`config.mk`:
```
export PLATFORM = sky130hd
export DESIGN_NAME = aes_decrypt_core_flat
export DESIGN_NICKNAME = d
export VERILOG_FILES = /design/src/rtl/aes_decrypt_core_if.sv /design/src/rtl/aes_decrypt_core.sv /design/src/flat_wrapper.sv
export SDC_FILE = /design/constraint.sdc
export NUM_CORES = 1
export LEC_CHECK = 0
export CAP_MARGIN = 30
export CORE_MARGIN = 1
export CORE_UTILIZATION = 53
export CTS_CLUSTER_SIZE = 24
export DETAILED_ROUTE_END_ITERATION = 8
export GPL_TIMING_DRIVEN = 0
export PLACE_DENSITY = 0.8
export SLEW_MARGIN = 30
export SYNTH_ARGS = -nofsm -noshare
export SYNTH_HDL_FRONTEND = slang
export SYNTH_SLANG_ARGS = --single-unit
```
`constraint.sdc`:
```
create_clock -name clk -period 2.8 [get_ports clk]
set_input_delay 0.42 -clock clk [delete_from_list [all_inputs] [get_ports clk]]
set_output_delay 0.42 -clock clk [all_outputs]
set_load 0.05 [all_outputs]
```
`src/rtl/aes_decrypt_core_if.sv`:
```
// Start/busy/done request bus between a client and the decrypt core.
interface aes_decrypt_core_if;
  localparam int unsigned W = 128;

  logic         start;
  logic [W-1:0] key;
  logic [W-1:0] data_in;
  logic [W-1:0] data_out;
  logic         busy;
  logic         done;

  modport master (output start, key, data_in, input data_out, busy, done);
  modport slave  (input start, key, data_in, output data_out, busy, done);
endinterface

```
`src/rtl/aes_decrypt_core.sv`:
```
// Iterative inverse of the simplified round cipher: expands the key forward to
// the last round key, whitens, then unwinds the rounds back to the plaintext.
module aes_decrypt_core #(
  parameter int unsigned ROUNDS = 10
) (
  input logic              clk,
  input logic              rst,
  aes_decrypt_core_if.slave bus
);
  localparam int unsigned W  = 128;
  localparam int unsigned RW = 8;
  localparam logic [RW-1:0] RC_LAST = RW'(ROUNDS - 1);

  typedef enum logic [1:0] {IDLE, EXPAND, WHITEN, ROUND} state_e;

  state_e          state_q, state_d;
  logic [RW-1:0]   rc_q, rc_d;
  logic [W-1:0]    st_q, st_d;
  logic [W-1:0]    rk_q, rk_d;
  logic [W-1:0]    dout_q, dout_d;
  logic            busy_q, busy_d;
  logic            done_q, done_d;

  logic [W-1:0]    rk_fwd_c;
  logic [W-1:0]    rk_prev_c;
  logic [W-1:0]    round_c;

  function automatic logic [W-1:0] rotl8(input logic [W-1:0] x);
    return {x[W-9:0], x[W-1:W-8]};
  endfunction

  function automatic logic [W-1:0] rotr8(input logic [W-1:0] x);
    return {x[7:0], x[W-1:8]};
  endfunction

  // Round constant is 8-bit and wraps, so rc=255 yields 0 in the low byte.
  function automatic logic [W-1:0] rcon(input logic [RW-1:0] r);
    return {{(W - RW){1'b0}}, RW'(r + RW'(1))};
  endfunction

  assign rk_fwd_c  = rotl8(rk_q) ^ rcon(rc_q);
  assign rk_prev_c = rotr8(rk_q ^ rcon(rc_q));
  assign round_c   = rotr8(st_q) ^ rk_prev_c;

  always_comb begin
    state_d = state_q;
    rc_d    = rc_q;
    st_d    = st_q;
    rk_d    = rk_q;
    dout_d  = dout_q;
    busy_d  = busy_q;
    done_d  = 1'b0;

    unique case (state_q)
      IDLE: begin
        if (bus.start) begin
          rk_d    = bus.key;
          st_d    = bus.data_in;
          rc_d    = '0;
          busy_d  = 1'b1;
          state_d = EXPAND;
        end
      end
      EXPAND: begin
        rk_d = rk_fwd_c;
        rc_d = RW'(rc_q + RW'(1));
        if (rc_q == RC_LAST) state_d = WHITEN;
      end
      WHITEN: begin
        st_d    = st_q ^ rk_q;
        rc_d    = RC_LAST;
        state_d = ROUND;
      end
      ROUND: begin
        st_d = round_c;
        rk_d = rk_prev_c;
        rc_d = RW'(rc_q - RW'(1));
        if (rc_q == '0) begin
          dout_d  = round_c;
          done_d  = 1'b1;
          busy_d  = 1'b0;
          state_d = IDLE;
        end
      end
      default: state_d = IDLE;
    endcase
  end

  always_ff @(posedge clk) begin
    if (rst) begin
      state_q <= IDLE;
      rc_q    <= '0;
      st_q    <= '0;
      rk_q    <= '0;
      dout_q  <= '0;
      busy_q  <= 1'b0;
      done_q  <= 1'b0;
    end else begin
      state_q <= state_d;
      rc_q    <= rc_d;
      st_q    <= st_d;
      rk_q    <= rk_d;
      dout_q  <= dout_d;
      busy_q  <= busy_d;
      done_q  <= done_d;
    end
  end

  assign bus.data_out = dout_q;
  assign bus.busy     = busy_q;
  assign bus.done     = done_q;
endmodule

```
`src/flat_wrapper.sv`:
```
// flat-port wrapper written by rule: the top's interface ports become plain ports
module aes_decrypt_core_flat 
#(
  parameter int unsigned ROUNDS = 10
)
  (clk, rst, bus_start, bus_key, bus_data_in, bus_data_out, bus_busy, bus_done);
  aes_decrypt_core_if bus_i ();
  input logic clk;
  input logic rst;
  input wire logic [$bits(bus_i.start)-1:0] bus_start;
  input wire logic [$bits(bus_i.key)-1:0] bus_key;
  input wire logic [$bits(bus_i.data_in)-1:0] bus_data_in;
  output wire logic [$bits(bus_i.data_out)-1:0] bus_data_out;
  output wire logic [$bits(bus_i.busy)-1:0] bus_busy;
  output wire logic [$bits(bus_i.done)-1:0] bus_done;
  assign bus_i.start = bus_start;
  assign bus_i.key = bus_key;
  assign bus_i.data_in = bus_data_in;
  assign bus_data_out = bus_i.data_out;
  assign bus_busy = bus_i.busy;
  assign bus_done = bus_i.done;
  aes_decrypt_core #(.ROUNDS(ROUNDS)) u_core (.clk(clk), .rst(rst), .bus(bus_i));
endmodule
```
==> results of run 1 <==
-- worst register-to-register path: stages, from the launching register on --
cell	delay (ns)
dfxtp_1	0.41
ha_1	0.18
clkbuf_1	0.23
clkbuf_1	0.62
nand2_1	0.40
clkbuf_2	0.37
nor2_1	0.31
nor3_1	0.07
-- sequential cells by signal, indices dropped and copies added (netlist names) --
signal	flops
u_core.bus.done	1
u_core.state_q	2
u_core.st_q	128
u_core.rc_q	8
u_core.bus.busy	1
u_core.bus.data_out	128
u_core.rk_q	128
-- synthesized netlist by cell type (3+ instances only) --
library cell	n	share of area [%]
a211oi_1	43	1.6
nor2b_1	109	3.3
xor2_1	28	1.2
dfxtp_1	396	39
nand2_1	354	6.5
nand3_1	5	0.12
nor2_1	406	7.5
inv_1	12	0.22
a311oi_1	128	5.5
a221oi_1	3	0.13
buf_6	9	0.50
o21ai_0	306	7.5
a31oi_1	18	0.55
a21oi_1	123	3.0
xnor3_1	7	0.77
ha_1	8	0.49
and3_1	4	0.12
nor3_1	35	0.86
a22oi_1	140	5.2
buf_2	12	0.29
buf_1	9	0.17
a221o_1	25	1.2
buf_4	8	0.29
clkbuf_1	199	3.7
xnor2_1	119	5.1
nand2b_1	12	0.37
a211oi_2	62	3.8
-- final timing paths --
check / depth (start not counted) / end / slack (ns)
worst min register to register: 2 / u_core.bus.data_out[118] / 0.50
worst min-delay path: 3 / u_core.rk_q[92] / 0.44
worst max-delay path: 7 / u_core.bus.data_out[126] / 0.04
worst max register to register: 7 / u_core.bus.data_out[126] / 0.04
-- cell families after synthesis --
kind of cell | Yosys count | share of synthesized area (%)
AND/OR/NAND/NOR | 937 | 19.3
AO/OA/AOI/OAI | 861 | 29.0
flip-flops | 396 | 38.9
buffers and inverters | 249 | 5.13
XOR/XNOR | 154 | 7.09
adder cells (fa/ha/maj) | 8 | 0.491
multiplexers | 2 | 0.0982
-- repair_timing --
item	4_1_cts	5_1_grt
hold buffers	0	0
resized for setup	20	65
setup endpoints to repair	331	242
-- routing by layer --
metal | vias up | global-route usage [%] | routed length, um
met4 | 2 | 27.8 | 5790
li1 | 10100 | - | -
met5 | - | 0 | 13
met3 | 355 | 9.85 | 10500
met2 | 1751 | 66.9 | 38600
met1 | 10700 | 55.9 | 33600
-- power breakdown --
part,internal (mW),switching (mW)
clock network,3.65,2.52
registers,7.51,2.65
logic,5.44,10.7
total,16.6,15.9
-- metrics by stage --
| stage | utilization [%] | hold WS, ns | setup TNS [ns] |
|---|---|---|---|
| floorplan | - | 0.464 | 0 |
| detailed placement | 66.0 | 0.489 | -71.23 |
| global route | 70.2 | 0.440 | -0.00289 |
| finish | 70.2 | 0.442 | 0 |
| global placement | 66.0 | 0.481 | -97.05 |
| CTS | 70.1 | 0.426 | 0 |
-- cell type report --
| class | count | area, sq um |
|---|---|---|
| Antenna cell | 2 | 5.00 |
| Multi-Input combinational cell | 1962 | 11400 |
| Clock inverter | 19 | 240 |
| Timing Repair Buffer | 387 | 3870 |
| Clock buffer | 61 | 1270 |
| Buffer | 234 | 1070 |
| Sequential cell | 396 | 7930 |
| Fill cell | 3122 | 11200 |
| Tap cell | 511 | 639 |
| Inverter | 12 | 45.0 |
==> qor.txt, run 1 <==
# IOs = 389
Max-slew headroom at the worst pin = 35.8%
Buffers plus inverters on the worst setup path = 3
Finished Layout Cells = 3584
Largest net degree at the start of global routing = 20
Final net count = 3303
Die area = 39300 sq um
Worst path cell trace = ha_1 > clkbuf_1 > clkbuf_1 > nand2_1 > clkbuf_2 > nor2_1 > nor3_1
CTS tree = yes
H-tree levels = 2
Commonest cells after routing, fill and taps aside = 406 x nor2_1, 396 x dfxtp_1, 387 x clkdlybuf4s50_1, 354 x nand2_1, 306 x o21ai_0
Max Freq = 363 MHz
Most common cell after layout, fill and taps aside = nor2_1
Max FO, Critical Path = 10
Peak supply drop = 0.643 mV
CTS buffer count = 43
# port buffers = 387
Remaining routing DRC violations = 0
Kind of critical path = flip-flop to flip-flop
Post-Place Setup Slack = -0.619 ns
Hold Crit Class = primary input to flip-flop
Die width = 198 um
Critical Path RT = 3.22 ns
TritonRoute pass-1 iters = 6
Row count = 71
Synthesis-stage register bit count = 396
Setup bufs post-CTS = 0
Die H = 198 um
Max Cap Viol = 0
Main synth FF type = dfxtp_1
CP most frequent cell = clkbuf_1
Pwr dens = 1220 nW/um^2
Mapped Area = 20400 sq um
Slowest stage delay, CP = 0.62 ns
GP Congestion = 1.00
Async set or reset register ratio after synthesis = 0%
Final ANT Viol Nets = 0
Startpoint types = flip-flop
Static Leakage = 9.34 nW
Seq/Total Area, Yosys = 38.9%
Worst path arrival time = 3.18 ns
Synth warn = 0
Slowest cell on crit path = clkbuf_1
Worst Tran Pin Value = 0.964 ns
Gr usage total = 43.9%
Hold path start = bus_key[92]
WL final = 88.5 mm
Initial core utilization = 54.0%
Mapped Cells = 2607
Worst r2r src = u_core.state_q[1]
Final-report setup violation count = 0
Final Hold Vio Count = 0
Initial DRC count = 3157
Cell family with most CP delay = buffers and inverters
Syn nets = 2874
Max-slew violation count = 0
DR WL/cell = 24.7 um
CP Capture Type = flip-flop
Placed insts = 3505
Design Power = 32.4 mW
Sink Count = 396
Crit path time final = 2.76 ns
Max clock buf depth = 3
GRT overflow = 0
Core area = 37800 sq um
Initial antenna violation count = 3
Number of synthesized flops with an enable pin = 0
First-pass GRT wire length = 130 mm
Outcome = finished clean
Vias = 22900
Launch point of the worst path = u_core.state_q[1]
Placed Area = 24900 sq um
Setup Skew = 0.0176 ns
Final Cycle Share = 98.5%
Vias/cell = 6.38
DP Wirelength = 65.6 mm
Slack of the critical path = 0.0429 ns
Clk slew on worst S/H paths = 0.06 ns
Fraction of layout cells with a size suffix above 1 = 7.29%
Number of global-route vias before repair = 21500
Syn Area/Cell = 7.82 sq um
P&R area growth vs syn = 30.0%
Post-route cell area = 26500 sq um
Skew-Pair Late Insertion Delay = 0.58 ns
Distinct cells, synth = 47
Clock root cell = clkbuf_16
No activity file was read; power rests on OpenSTA's default activity.
==> run 2: changes to the inputs <==
--- a/config.mk
+++ b/config.mk
@@ -11,7 +11,7 @@
 export CTS_CLUSTER_SIZE = 24
 export DETAILED_ROUTE_END_ITERATION = 8
 export GPL_TIMING_DRIVEN = 0
-export PLACE_DENSITY = 0.8
+export PLACE_DENSITY = 0.81
 export SLEW_MARGIN = 30
 export SYNTH_ARGS = -nofsm -noshare
 export SYNTH_HDL_FRONTEND = slang
==> qor.txt, run 2 (synthesis results as in run 1) <==
Post-route cell area = 26400 sq um (-0.44%)
Final core occ = 69.9% (-0.31 points)
Fraction of layout cells with a size suffix above 1 = 6.72% (-0.57 points)
Final Hold Vio Count = 0 (unchanged)
WL final = 87.2 mm (-1.5%)
Die area = 39300 sq um (unchanged)
Hold Crit Class = primary input to flip-flop
Final-report setup violation count = 0 (unchanged)
Initial core utilization = 54.0% (unchanged)
First-pass GRT wire length = 129 mm (-0.95%)
Sw Ratio = 48.9% (about the same)
Hold path start = bus_key[75]
Sequential share of power = 31.6% (+0.3 points)
RSZ-0062 raised after global routing = no
Vias/cell = 6.36 (-0.32%)
DR WL/cell = 24.4 um (-1.3%)
Worst Tran Pin Value = 1.05 ns (+0.0837 ns)
Pwr dens = 1210 nW/um^2 (-0.98%)
Design Power = 32.0 mW (-1.4%)
Clk slew on worst S/H paths = 0.06 ns (about the same)
Int Power = 16.3 mW (-1.5%)
Initial DRC count = 3027 (-4.1%)
Slowest stage delay, CP = 0.68 ns (+0.06 ns)
TritonRoute pass-1 iters = 8 (+2)
Row count = 71 (unchanged)
Skew-Pair Late Insertion Delay = 0.59 ns (about the same)
Max Freq = 361 MHz (-0.43%)
Die H = 198 um (unchanged)
Critical Path RT = 3.23 ns (about the same)
Final net count = 3302 (-0.030%)
Sink Count = 396 (unchanged)
Worst path cell trace = clkbuf_1 > inv_1 > nor3_1 > xnor3_1 > xnor2_1 > a211oi_2
Max-slew violation count = 0 (unchanged)
H-tree levels = 2 (unchanged)
Peak supply drop = 0.637 mV (-0.91%)
Crit path time final = 2.77 ns (+0.0120 ns)
Number of global-route vias before repair = 21400 (-0.66%)
Launch point of the worst path = u_core.rc_q[0]
Max FO, Critical Path = 9 (-1)
# IOs = 389 (unchanged)
Clock power share = 18.3% (-0.7 points)
Max Cap Viol = 0 (unchanged)
Fillers = 3158 (+1.2%)
Cell family with most CP delay = XOR/XNOR gates
Final ANT Viol Nets = 0 (unchanged)
Commonest cells after routing, fill and taps aside = 406 x nor2_1, 396 x dfxtp_1, 387 x clkdlybuf4s50_1, 354 x nand2_1, 306 x o21ai_0
Startpoint types = flip-flop
Combinational power share = 50.1% (+0.4 points)
Outcome = finished clean
DP Wirelength = 64.9 mm (-1.0%)
P&R area growth vs syn = 29.4%
Slowest cell on crit path = nor3_1
CTS buffer count = 42 (-2.3%)
Max-slew headroom at the worst pin = 30.2% (-5.6 points)
Initial antenna violation count = 5 (+2)
Hold_buf cts = 0 (unchanged)
Setup bufs post-CTS = 0 (unchanged)
Final hold slack = 0.435 ns (-0.00710 ns)
Gr usage total = 43.6% (-0.32 points)
Clock root cell = clkbuf_16
Core area = 37800 sq um (unchanged)
Die width = 198 um (unchanged)
# resized after CTS = 22 (+10%)
CP Capture Type = flip-flop
Most common cell after layout, fill and taps aside = nor2_1
CTS tree = yes
Setup Skew = 0.00909 ns (-0.00852 ns)
Kind of critical path = flip-flop to flip-flop
Placed Area = 24900 sq um (about the same)
Remaining routing DRC violations = 0 (unchanged)
GRT overflow = 0 (unchanged)
Buffers plus inverters on the worst setup path = 2 (-1)
Vias = 22800 (-0.49%)
Static Leakage = 9.26 nW (-0.84%)
Max clock buf depth = 3 (unchanged)
Final Cycle Share = 98.9% (+0.43 points)
Worst path arrival time = 3.20 ns (+0.02 ns)
# port buffers = 387 (unchanged)
Net Sw Power = 15.6 mW (-1.3%)
Largest net degree at the start of global routing = 14 (-30%)
GP Congestion = 1.01 (+0.98%)
Worst r2r src = u_core.rc_q[0]
[run 2: cell count changes in the layout (fill, tap and decap cells not counted), moves of 2 or more]
cell        before  now
buf_1            6    9
buf_2           14   12
buf_4           10    8
bufinv_16        5    3
clkbuf_1       154  162
clkbuf_2        44   38
clkbuf_4         3    5
clkinv_2        10    4
clkinvlp_4       2    0
[run 2: per-layer routing]
metal / GRT usage (%) / vias up / part of all wire, %
li1: - / 10100 / -
met1: 55.7 / 10800 / 38
met2: 67.7 / 1561 / 44
met3: 9.69 / 314 / 11
met4: 24.7 / 4 / 6.1
met5: 0 / - / 0.029
[run 2: stage by stage]
step                      std cells  setup TNS, ns  setup slack [ns]
after floorplan                2607              0             0.676
after global placement         3505         -86.61            -0.906
after detailed placement       3505         -78.06            -0.871
after CTS                      3578              0            0.0164
after global routing           3575              0          0.000334
final                          3578              0            0.0310
[run 2: cell type report]
type / count / area, sq um / area share, %
clock inverter: 8 / 119 / 0.450
antenna: 3 / 7.51 / 0.0284
inverter: 12 / 45.0 / 0.171
multi-input combinational: 1962 / 11400 / 43.3
clock buffer: 65 / 1280 / 4.85
timing repair buffer: 387 / 3870 / 14.7
tap: 511 / 639 / 2.42
buffer: 234 / 1060 / 4.03
sequential: 396 / 7930 / 30.0
[run 2: power by group through the flow]
stage	Sequential [mW]	Clock (mW)	Combinational [mW]
global route	10.2	6.05	17.1
floorplan	10.1	0	9.41
CTS	9.93	5.80	15.5
global placement	9.94	0	15.1
detailed placement	10.0	0	15.3
finish	10.1	5.85	16.0
[run 2: worst register-to-register path, stage by stage, from the launching register on]
cell and delay, ns:
dfxtp_1 0.35, clkbuf_1 0.49, inv_1 0.20, nor3_1 0.68, xnor3_1 0.36, xnor2_1 0.41, a211oi_2 0.13
[run 2: worst paths after layout]
path	to	slack, ns	cells after the start
setup / recovery	u_core.bus.data_out[125]	0.03	6
hold / removal	u_core.rk_q[75]	0.43	3
setup reg to reg	u_core.bus.data_out[125]	0.03	6
hold reg to reg	u_core.bus.data_out[102]	0.50	2
